## config.mk

```make
export PLATFORM = sky130hd
export DESIGN_NAME = vga_scan
export DESIGN_NICKNAME = d
export VERILOG_FILES = /design/src/rtl/vga_pkg.sv /design/src/rtl/vga_timing.sv /design/src/rtl/vga_scan.sv
export SDC_FILE = /design/constraint.sdc
export NUM_CORES = 1
export LEC_CHECK = 0
export BUFFER_PORTS_ARGS = -buffer_cell sky130_fd_sc_hd__buf_2
export CAP_MARGIN = 20
export CORE_ASPECT_RATIO = 0.9
export CORE_UTILIZATION = 40
export CTS_CLUSTER_DIAMETER = 120
export DETAILED_ROUTE_END_ITERATION = 10
export PLACE_DENSITY = 0.73
export RECOVER_POWER = 100
export SYNTH_ARGS = -nofsm -noshare
export SYNTH_HDL_FRONTEND = slang
export SYNTH_SLANG_ARGS = --single-unit
```

## constraint.sdc

```tcl
create_clock -name clk_25mhz -period 2 [get_ports clk_25mhz]
set_input_delay 0.2 -clock clk_25mhz [delete_from_list [all_inputs] [get_ports clk_25mhz]]
set_output_delay 0.2 -clock clk_25mhz [all_outputs]
set_load 0.01 [all_outputs]
```

## src/rtl/vga_pkg.sv

```systemverilog
// rtl/vga_pkg.sv - shared 640x480@60 timing constants and scan control types
package vga_pkg;

    localparam int H_ACTIVE_DEF = 640;
    localparam int H_FP_DEF     = 16;
    localparam int H_SYNC_DEF   = 96;
    localparam int H_BP_DEF     = 48;
    localparam int V_ACTIVE_DEF = 480;
    localparam int V_FP_DEF     = 10;
    localparam int V_SYNC_DEF   = 2;
    localparam int V_BP_DEF     = 33;

    localparam int H_TOTAL_DEF    = H_ACTIVE_DEF + H_FP_DEF + H_SYNC_DEF + H_BP_DEF;
    localparam int V_TOTAL_DEF    = V_ACTIVE_DEF + V_FP_DEF + V_SYNC_DEF + V_BP_DEF;
    localparam int FRAME_SIZE_DEF = H_ACTIVE_DEF * V_ACTIVE_DEF;

    localparam int CNT_W  = 12;
    localparam int ADDR_W = 20;
    localparam int PIX_W  = 16;
    localparam int RGB_W  = 4;

    // Syncs are carried active-low, exactly as they leave the chip.
    typedef struct packed {
        logic active;
        logic hsync_n;
        logic vsync_n;
    } scan_ctl_t;

    localparam scan_ctl_t CTL_IDLE = '{active: 1'b0, hsync_n: 1'b1, vsync_n: 1'b1};

endpackage

```

## src/rtl/vga_timing.sv

```systemverilog
// rtl/vga_timing.sv - horizontal/vertical counters with raw active and sync flags
module vga_timing
    import vga_pkg::*;
#(
    parameter int H_ACTIVE = H_ACTIVE_DEF,
    parameter int H_FP     = H_FP_DEF,
    parameter int H_SYNC   = H_SYNC_DEF,
    parameter int H_BP     = H_BP_DEF,
    parameter int V_ACTIVE = V_ACTIVE_DEF,
    parameter int V_FP     = V_FP_DEF,
    parameter int V_SYNC   = V_SYNC_DEF,
    parameter int V_BP     = V_BP_DEF
) (
    input  logic             i_clk,
    input  logic             i_rst,
    output logic [CNT_W-1:0] o_h_cnt,
    output logic [CNT_W-1:0] o_v_cnt,
    output logic             o_h_wrap,
    output logic             o_v_wrap,
    output scan_ctl_t        o_ctl
);

    localparam int H_TOTAL = H_ACTIVE + H_FP + H_SYNC + H_BP;
    localparam int V_TOTAL = V_ACTIVE + V_FP + V_SYNC + V_BP;

    localparam logic [CNT_W-1:0] L_ONE     = CNT_W'(1);
    localparam logic [CNT_W-1:0] L_H_ACT   = CNT_W'(H_ACTIVE);
    localparam logic [CNT_W-1:0] L_H_SS    = CNT_W'(H_ACTIVE + H_FP);
    localparam logic [CNT_W-1:0] L_H_SE    = CNT_W'(H_ACTIVE + H_FP + H_SYNC);
    localparam logic [CNT_W-1:0] L_H_LAST  = CNT_W'(H_TOTAL - 1);
    localparam logic [CNT_W-1:0] L_V_ACT   = CNT_W'(V_ACTIVE);
    localparam logic [CNT_W-1:0] L_V_SS    = CNT_W'(V_ACTIVE + V_FP);
    localparam logic [CNT_W-1:0] L_V_SE    = CNT_W'(V_ACTIVE + V_FP + V_SYNC);
    localparam logic [CNT_W-1:0] L_V_LAST  = CNT_W'(V_TOTAL - 1);

    logic [CNT_W-1:0] r_h_cnt;
    logic [CNT_W-1:0] r_v_cnt;
    logic             w_h_wrap;
    logic             w_v_wrap;

    assign w_h_wrap = (r_h_cnt == L_H_LAST);
    assign w_v_wrap = (r_v_cnt == L_V_LAST);

    always_ff @(posedge i_clk or posedge i_rst) begin
        if (i_rst) begin
            r_h_cnt <= '0;
            r_v_cnt <= '0;
        end else if (w_h_wrap) begin
            r_h_cnt <= '0;
            r_v_cnt <= w_v_wrap ? '0 : r_v_cnt + L_ONE;
        end else begin
            r_h_cnt <= r_h_cnt + L_ONE;
        end
    end

    assign o_h_cnt  = r_h_cnt;
    assign o_v_cnt  = r_v_cnt;
    assign o_h_wrap = w_h_wrap;
    assign o_v_wrap = w_v_wrap;

    always_comb begin
        o_ctl         = CTL_IDLE;
        o_ctl.active  = (r_h_cnt < L_H_ACT) && (r_v_cnt < L_V_ACT);
        o_ctl.hsync_n = !((r_h_cnt >= L_H_SS) && (r_h_cnt < L_H_SE));
        o_ctl.vsync_n = !((r_v_cnt >= L_V_SS) && (r_v_cnt < L_V_SE));
    end

endmodule

```

## src/rtl/vga_scan.sv

```systemverilog
// rtl/vga_scan.sv - VGA scan-out: timing, incremental VRAM addressing, sync/colour alignment
module vga_scan
    import vga_pkg::*;
#(
    parameter int H_ACTIVE = H_ACTIVE_DEF,
    parameter int H_FP     = H_FP_DEF,
    parameter int H_SYNC   = H_SYNC_DEF,
    parameter int H_BP     = H_BP_DEF,
    parameter int V_ACTIVE = V_ACTIVE_DEF,
    parameter int V_FP     = V_FP_DEF,
    parameter int V_SYNC   = V_SYNC_DEF,
    parameter int V_BP     = V_BP_DEF
) (
    input  logic              clk_25mhz,
    input  logic              rst,
    input  logic              en,
    output logic [ADDR_W-1:0] vram_scan_addr,
    input  logic [PIX_W-1:0]  vram_scan_data,
    output logic              hsync,
    output logic              vsync,
    output logic [RGB_W-1:0]  vga_r,
    output logic [RGB_W-1:0]  vga_g,
    output logic [RGB_W-1:0]  vga_b,
    output logic              frame_start
);

    localparam logic [CNT_W-1:0]  L_H_PRE  = CNT_W'(H_ACTIVE - 1);
    localparam logic [CNT_W-1:0]  L_V_ACT  = CNT_W'(V_ACTIVE);
    localparam logic [CNT_W-1:0]  L_V_PRE  = CNT_W'(V_ACTIVE - 1);
    localparam logic [ADDR_W-1:0] L_A_ONE  = ADDR_W'(1);

    logic [CNT_W-1:0] w_h_cnt;
    logic [CNT_W-1:0] w_v_cnt;
    logic             w_h_wrap;
    logic             w_v_wrap;
    scan_ctl_t        w_ctl;
    logic             w_next_active;
    logic             w_frame_end;
    logic             w_unused_bits;

    vga_timing #(
        .H_ACTIVE (H_ACTIVE),
        .H_FP     (H_FP),
        .H_SYNC   (H_SYNC),
        .H_BP     (H_BP),
        .V_ACTIVE (V_ACTIVE),
        .V_FP     (V_FP),
        .V_SYNC   (V_SYNC),
        .V_BP     (V_BP)
    ) u_timing (
        .i_clk    (clk_25mhz),
        .i_rst    (rst),
        .o_h_cnt  (w_h_cnt),
        .o_v_cnt  (w_v_cnt),
        .o_h_wrap (w_h_wrap),
        .o_v_wrap (w_v_wrap),
        .o_ctl    (w_ctl)
    );

    // The address register tracks the counters in the same cycle, so it
    // looks one position ahead: step when the next position is visible.
    assign w_next_active = w_h_wrap ? (!w_v_wrap && (w_v_cnt < L_V_PRE))
                                    : ((w_h_cnt < L_H_PRE) && (w_v_cnt < L_V_ACT));
    assign w_frame_end   = w_h_wrap && w_v_wrap;

    logic [ADDR_W-1:0] r_addr;
    logic              r_frame_start;
    scan_ctl_t         r_ctl_d1;
    logic              r_hsync_d2;
    logic              r_vsync_d2;
    logic [RGB_W-1:0]  r_r;
    logic [RGB_W-1:0]  r_g;
    logic [RGB_W-1:0]  r_b;

    always_ff @(posedge clk_25mhz or posedge rst) begin
        if (rst) begin
            r_addr <= '0;
        end else if (w_frame_end) begin
            r_addr <= '0;
        end else if (w_next_active) begin
            r_addr <= r_addr + L_A_ONE;
        end
    end

    always_ff @(posedge clk_25mhz or posedge rst) begin
        if (rst) begin
            r_frame_start <= 1'b0;
        end else begin
            r_frame_start <= (w_h_cnt == '0) && (w_v_cnt == '0);
        end
    end

    // Stage 1 lines up with vram_scan_data; the colour registers and the
    // second sync stage together form stage 2.
    always_ff @(posedge clk_25mhz or posedge rst) begin
        if (rst) begin
            r_ctl_d1   <= CTL_IDLE;
            r_hsync_d2 <= 1'b1;
            r_vsync_d2 <= 1'b1;
            r_r        <= '0;
            r_g        <= '0;
            r_b        <= '0;
        end else begin
            r_ctl_d1   <= w_ctl;
            r_hsync_d2 <= r_ctl_d1.hsync_n;
            r_vsync_d2 <= r_ctl_d1.vsync_n;
            if (r_ctl_d1.active && en) begin
                r_r <= vram_scan_data[15:12];
                r_g <= vram_scan_data[10:7];
                r_b <= vram_scan_data[4:1];
            end else begin
                r_r <= '0;
                r_g <= '0;
                r_b <= '0;
            end
        end
    end

    assign w_unused_bits  = ^{vram_scan_data[11], vram_scan_data[6:5], vram_scan_data[0]};

    assign vram_scan_addr = r_addr;
    assign frame_start    = r_frame_start;
    assign hsync          = r_hsync_d2;
    assign vsync          = r_vsync_d2;
    assign vga_r          = r_r;
    assign vga_g          = r_g;
    assign vga_b          = r_b;

endmodule

```

Word level (Yosys, flattened, before mapping). Cells that the tools add are included.

Output and inout port bits: 35. Input bits: 19. Register bits: 62. Word-level logic and storage cells: 47.

Add/subtract/negate cells: 3. Order comparisons: 8. Muxes and demuxes: 8. Reduce and logical (&&, ||, !) cells: 14. Equal/unequal tests: 2.

Operator list (count): two-way mux 20 bit (2); less-than comparator 12 x 10 -> 1 bit (second input constant) (3); less-than comparator 12 x 9 -> 1 bit (second input constant) (3); adder 12 x 1 -> 12 bit (second input constant) (2); equality test 12 x 10 -> 1 bit (second input constant) (2); zero test 12 bit (2); two-way mux 12 bit (2); adder 20 x 1 -> 20 bit (second input constant) (1); >= comparator 12 x 10 -> 1 bit (second input constant) (1); >= comparator 12 x 9 -> 1 bit (second input constant) (1); two-way mux 4 bit (3); logical AND 1 bit (8); zero test 1 bit (3); nonzero test 2 bit (1); two-way mux 1 bit (1).

Longest topological paths before layout.
Depth in word-level cells: 6. Gate-level depth with buffers: 9. Gate-level depth less buffers: 8.

Hierarchy. A second synthesis with hierarchy kept.

Cells, all modules: 307. Area, all modules: 3065.4 µm².

By module, submodules not included: vga_scan (times used 1, cells each 179, area an instance 1756.7 µm²); vga_timing (times used 1, cells each 128, area an instance 1308.8 µm²).

Worst setup path after synthesis. No wires, ideal clock.

Path type: flip-flop to flip-flop. Start point: register u_timing.r_h_cnt[0], in the netlist u_timing.o_h_cnt[0]. End point: register r_addr[17], in the netlist vram_scan_addr[17]. Period minus slack after synthesis: 2.045 ns. Arrival: 1.917 ns. Data required time: 1.872 ns. Slack: -0.045 ns. Stages on the path, launching flop included: 8. Buffers on the path: 0. Path through: dfrtp_1 > ha_1 > and4_1 > and3_4 > and3_4 > nor2_4 > nor4_2 > mux2_1.

Cells in the longest elaborated chain, start to end: 4.

Ends and longest elaborated chain: start: declaration (RTL line vga_timing.sv:36) `logic [CNT_W-1:0] r_h_cnt;`; start signal: assignment (RTL line vga_timing.sv:52) `r_h_cnt <= r_h_cnt + L_ONE;`; less-than comparator 12 x 10 -> 1 bit (RTL line vga_scan.sv:63) `: ((w_h_cnt < L_H_PRE) && (w_v_cnt < L_V_ACT));`; logical AND 1 bit (RTL line vga_scan.sv:63); two-way mux 1 bit (RTL line vga_scan.sv:62) `assign w_next_active = w_h_wrap ? (!w_v_wrap && (w_v_cnt < L_V_PRE))`; nonzero test 2 bit (no line); end signal: assignment (RTL line vga_scan.sv:81) `r_addr <= r_addr + L_A_ONE;`; end: declaration (RTL line vga_scan.sv:66) `logic [ADDR_W-1:0] r_addr;`.

Parallel ways exist; a longest one is shown, timed or not. A chain may end at the register's enable or synchronous reset.

Worst setup path after layout.
Start point: register u_timing.r_v_cnt[1], in the netlist u_timing.o_v_cnt[1]. End point: register r_addr[10], in the netlist vram_scan_addr[10].

Cells in the longest elaborated chain, start to end: 5.

Ends and longest elaborated chain: start: declaration (RTL line vga_timing.sv:37) `logic [CNT_W-1:0] r_v_cnt;`; start signal: assignment (RTL line vga_timing.sv:50) `r_v_cnt <= w_v_wrap ? '0 : r_v_cnt + L_ONE;`; branches (longest 5 deep; another with less-than comparator 12 x 9 -> 1 bit).

Several ways; the timed one is not identified.

==> flow_summary.ini <==
[yosys]
postSynthCellCount = 280
yosysTopAreaCell = dfrtp_1
synthMuxAreaShare_pct = 1.067
syn_nets = 304
synth_fa_ha_area_share_pct = 2.134
synthDominantCellAreaShare_pct = 49.51
synth_edf_count = 0
synth_top_family_by_area = simple AND/OR/NAND/NOR gates
syn-cell-area_sq_mm = 0.002932
synth_flop_cell = dfrtp_1
synth_common_cells = 58 x dfrtp_1, 35 x nor2_1, 18 x nand3_1, 17 x xor2_1
synthSimpleGateAreaFrac_pct = 25.35
yosysSeqAreaShare_pct = 53.09
avgSynthCellArea_sq_um = 10.47
yosys.cell_count.top_type = dfrtp_1
ys_warn_count = 0
yosysUniqueCellTypes = 40
async_reset_ff_share_pct = 100.0
synth_top_cells_by_area = dfrtp_1 50%, xor2_1 5.1%, nor2_1 4.5%
yosys.area_share.xor_xnor_pct = 8.664
synth_compound_area_share_pct = 6.829
ys_ff_latch = 62

[global_routing]
grt_util_met3_pct = 6.136
grt_pass1_vias = 2330
grt.busiest_layer = met2
grt_max_degree = 41
grtUsageTotal_pct = 18.00
grt_pass1_wl_microns = 10710
antenna_found_initial = 0
overflow = 0
grtUsageMet1_pct = 23.09
grt_use_met2_pct = 27.41

[critical_path]
crit_arrival_ns = 2.19
worst_setup_path_end_kind = flop
crit_type = reg -> reg
start_kind = flop
cp.required_ns = 2.28
path_max_fanout = 5

[cells_and_area]
utilization_pct = 52.31
num-fill-cells = 654
diodes = 0
fin_area_sq_mm = 0.003701
nets = 391
syn2layout_area_growth_pct = 26.25
layout-drive-gt1-share_pct = 23.12

[sta]
slew_headroom_pct = 42.28
hold_viol = 0
drv_slew = 0
rsz0062_at_grt = no
hold_ws_ns = 0.08598
setup_viol_count_final = 0
period_share_pct = 95.52
fin_crit_ns = 1.910
clock_skew_ns = 0.007577
tightest_slew_ns = 0.8649
fmax_mhz = 523.5

[job]
max_cap_viol_count = 0

[clocking]
cts_tree = done
clkSinkCount = 62
clock_latency_ns = 0.35
clk_root_buffer_cell = clkbuf_8
htreeDepth = 3
path_clk_slew_ns = 0.07
clock_path_buffers = 2
numCtsBuffers = 9

[routing]
wl_microns = 6335
antenna_left = 0
dr.first_iter.drc_count = 125
vias_per_cell = 5.092
routedWlPerCell_microns = 13.62
vias = 2368
firstDrtPassIters = 4
drc = 0

[placed_design]
numPortBuffers = 49
gp_congestion = 0.8348
place_area_sq_mm = 0.003516
hpwlAfterDp_microns = 4401

[die]
coreArea_sq_mm = 0.007076
start_util_pct = 41.43
die_y_microns = 83.22
io_pins = 54
die_w_microns = 92.24
num_rows = 29
dieArea_sq_mm = 0.007676

[power_and_ir_drop]
ir_drop_mv = 0.3867
p_per_area_mw_per_mm2 = 624.5
p_leak_nw = 1.691
power_mw = 2.311

[status]
status = complete, no violations

[hold_path]
holdCritPathClass = in -> reg
==> final timing paths <==
check | slack [ns] | end | cells after the start | from
worst min register to register | 0.36 | hsync | 0 | r_ctl_d1[1]
worst max register to register | 0.09 | vram_scan_addr[10] | 7 | u_timing.o_v_cnt[1]
min in group asynchronous | 0.56 | vga_b[2] | 3 | rst
worst max-delay path | 0.09 | vram_scan_addr[10] | 7 | u_timing.o_v_cnt[1]
max in group asynchronous | 0.68 | vsync | 4 | rst
worst min-delay path | 0.09 | vga_g[0] | 2 | vram_scan_data[7]
==> layer usage <==
layer  routed length, microns  share of wire (%)  up-vias
met5                        0                  0        -
met4                      141                2.2        0
met3                      375                5.9       15
met2                     2880                 45       67
met1                     2938                 46     1116
li1                         -                  -     1170
==> power breakdown <==
part	internal (mW)	switching, mW
clock	0.449	0.525
combinational	0.0258	0.0428
sequential	1.27	0.00320
total	1.74	0.571
==> sequential cells by signal, summed over array words and instances (netlist names) <==
signal            flops
vga_b                 4
u_timing.o_v_cnt     12
frame_start           1
vram_scan_addr       20
r_ctl_d1              3
u_timing.o_h_cnt     12
vga_r                 4
hsync                 1
vga_g                 4
vsync                 1
==> per-stage QoR <==
stage	std cells	setup WS (ns)	TNS, ns
finish	465	0.08960	0
global route	465	0.005710	0
CTS	462	0.009839	0
detailed placement	445	-0.02859	-0.02859
global placement	445	0.08726	0
floorplan	280	0.05589	0
==> cells in the final DEF (no fill, tap or decap), types with 3 or more instances in the layout <==
cell type    n
nor3_1       7
dfstp_2      4
inv_1        6
xor2_1      17
buf_4       32
clkbuf_1    38
xnor2_1     12
dfrtp_1     57
o211ai_1     3
ha_1         3
and3_1      15
buf_2       15
clkinvlp_4   3
and2_1       4
or3_1        5
nand2_1     14
nor2_1      34
o2111ai_1    3
nand3_1     18
nand4_1     15
a21oi_1      4
o21ai_0     11
clkbuf_8     9
==> what timing repair did <==
action                     in CTS  in global routing
hold buffers                    1                  0
cloned                          0                  0
resized for setup               2                  9
setup endpoints to repair       1                 19
buffers inserted                0                  3
hold endpoints to repair       22                  0
pin swaps                       0                  2
==> area by class of cell <==
type	instances	area, sq um	share of cell area (%)
flip-flops and latches	62	1558	42.09
multi-input cells	199	1334	36.04
repair buffers	88	493.0	13.32
clock buffers	9	123.9	3.347
well taps	93	116.4	3.144
clock inverters	7	50.05	1.352
inverters	7	26.28	0.7099
==> kinds of logic after synthesis <==
kind of cell	count (synthesis)
AOI/OAI and AO/OA	29
xor gates and xnor gates	29
adders and majority gates	5
buffers and inverters	19
DFF	62
muxes	3
and+or+nand+nor	133
==> worst max-delay path, stage by stage, from the launching register on <==
cell and delay, ns:
dfrtp_1 0.43, ha_2 0.20, a41o_1 0.24, nand4_1 0.11
and3_4 0.23, o211ai_4 0.11, or3_1 0.37, a21oi_1 0.14
(Power assumes the default switching activity.)
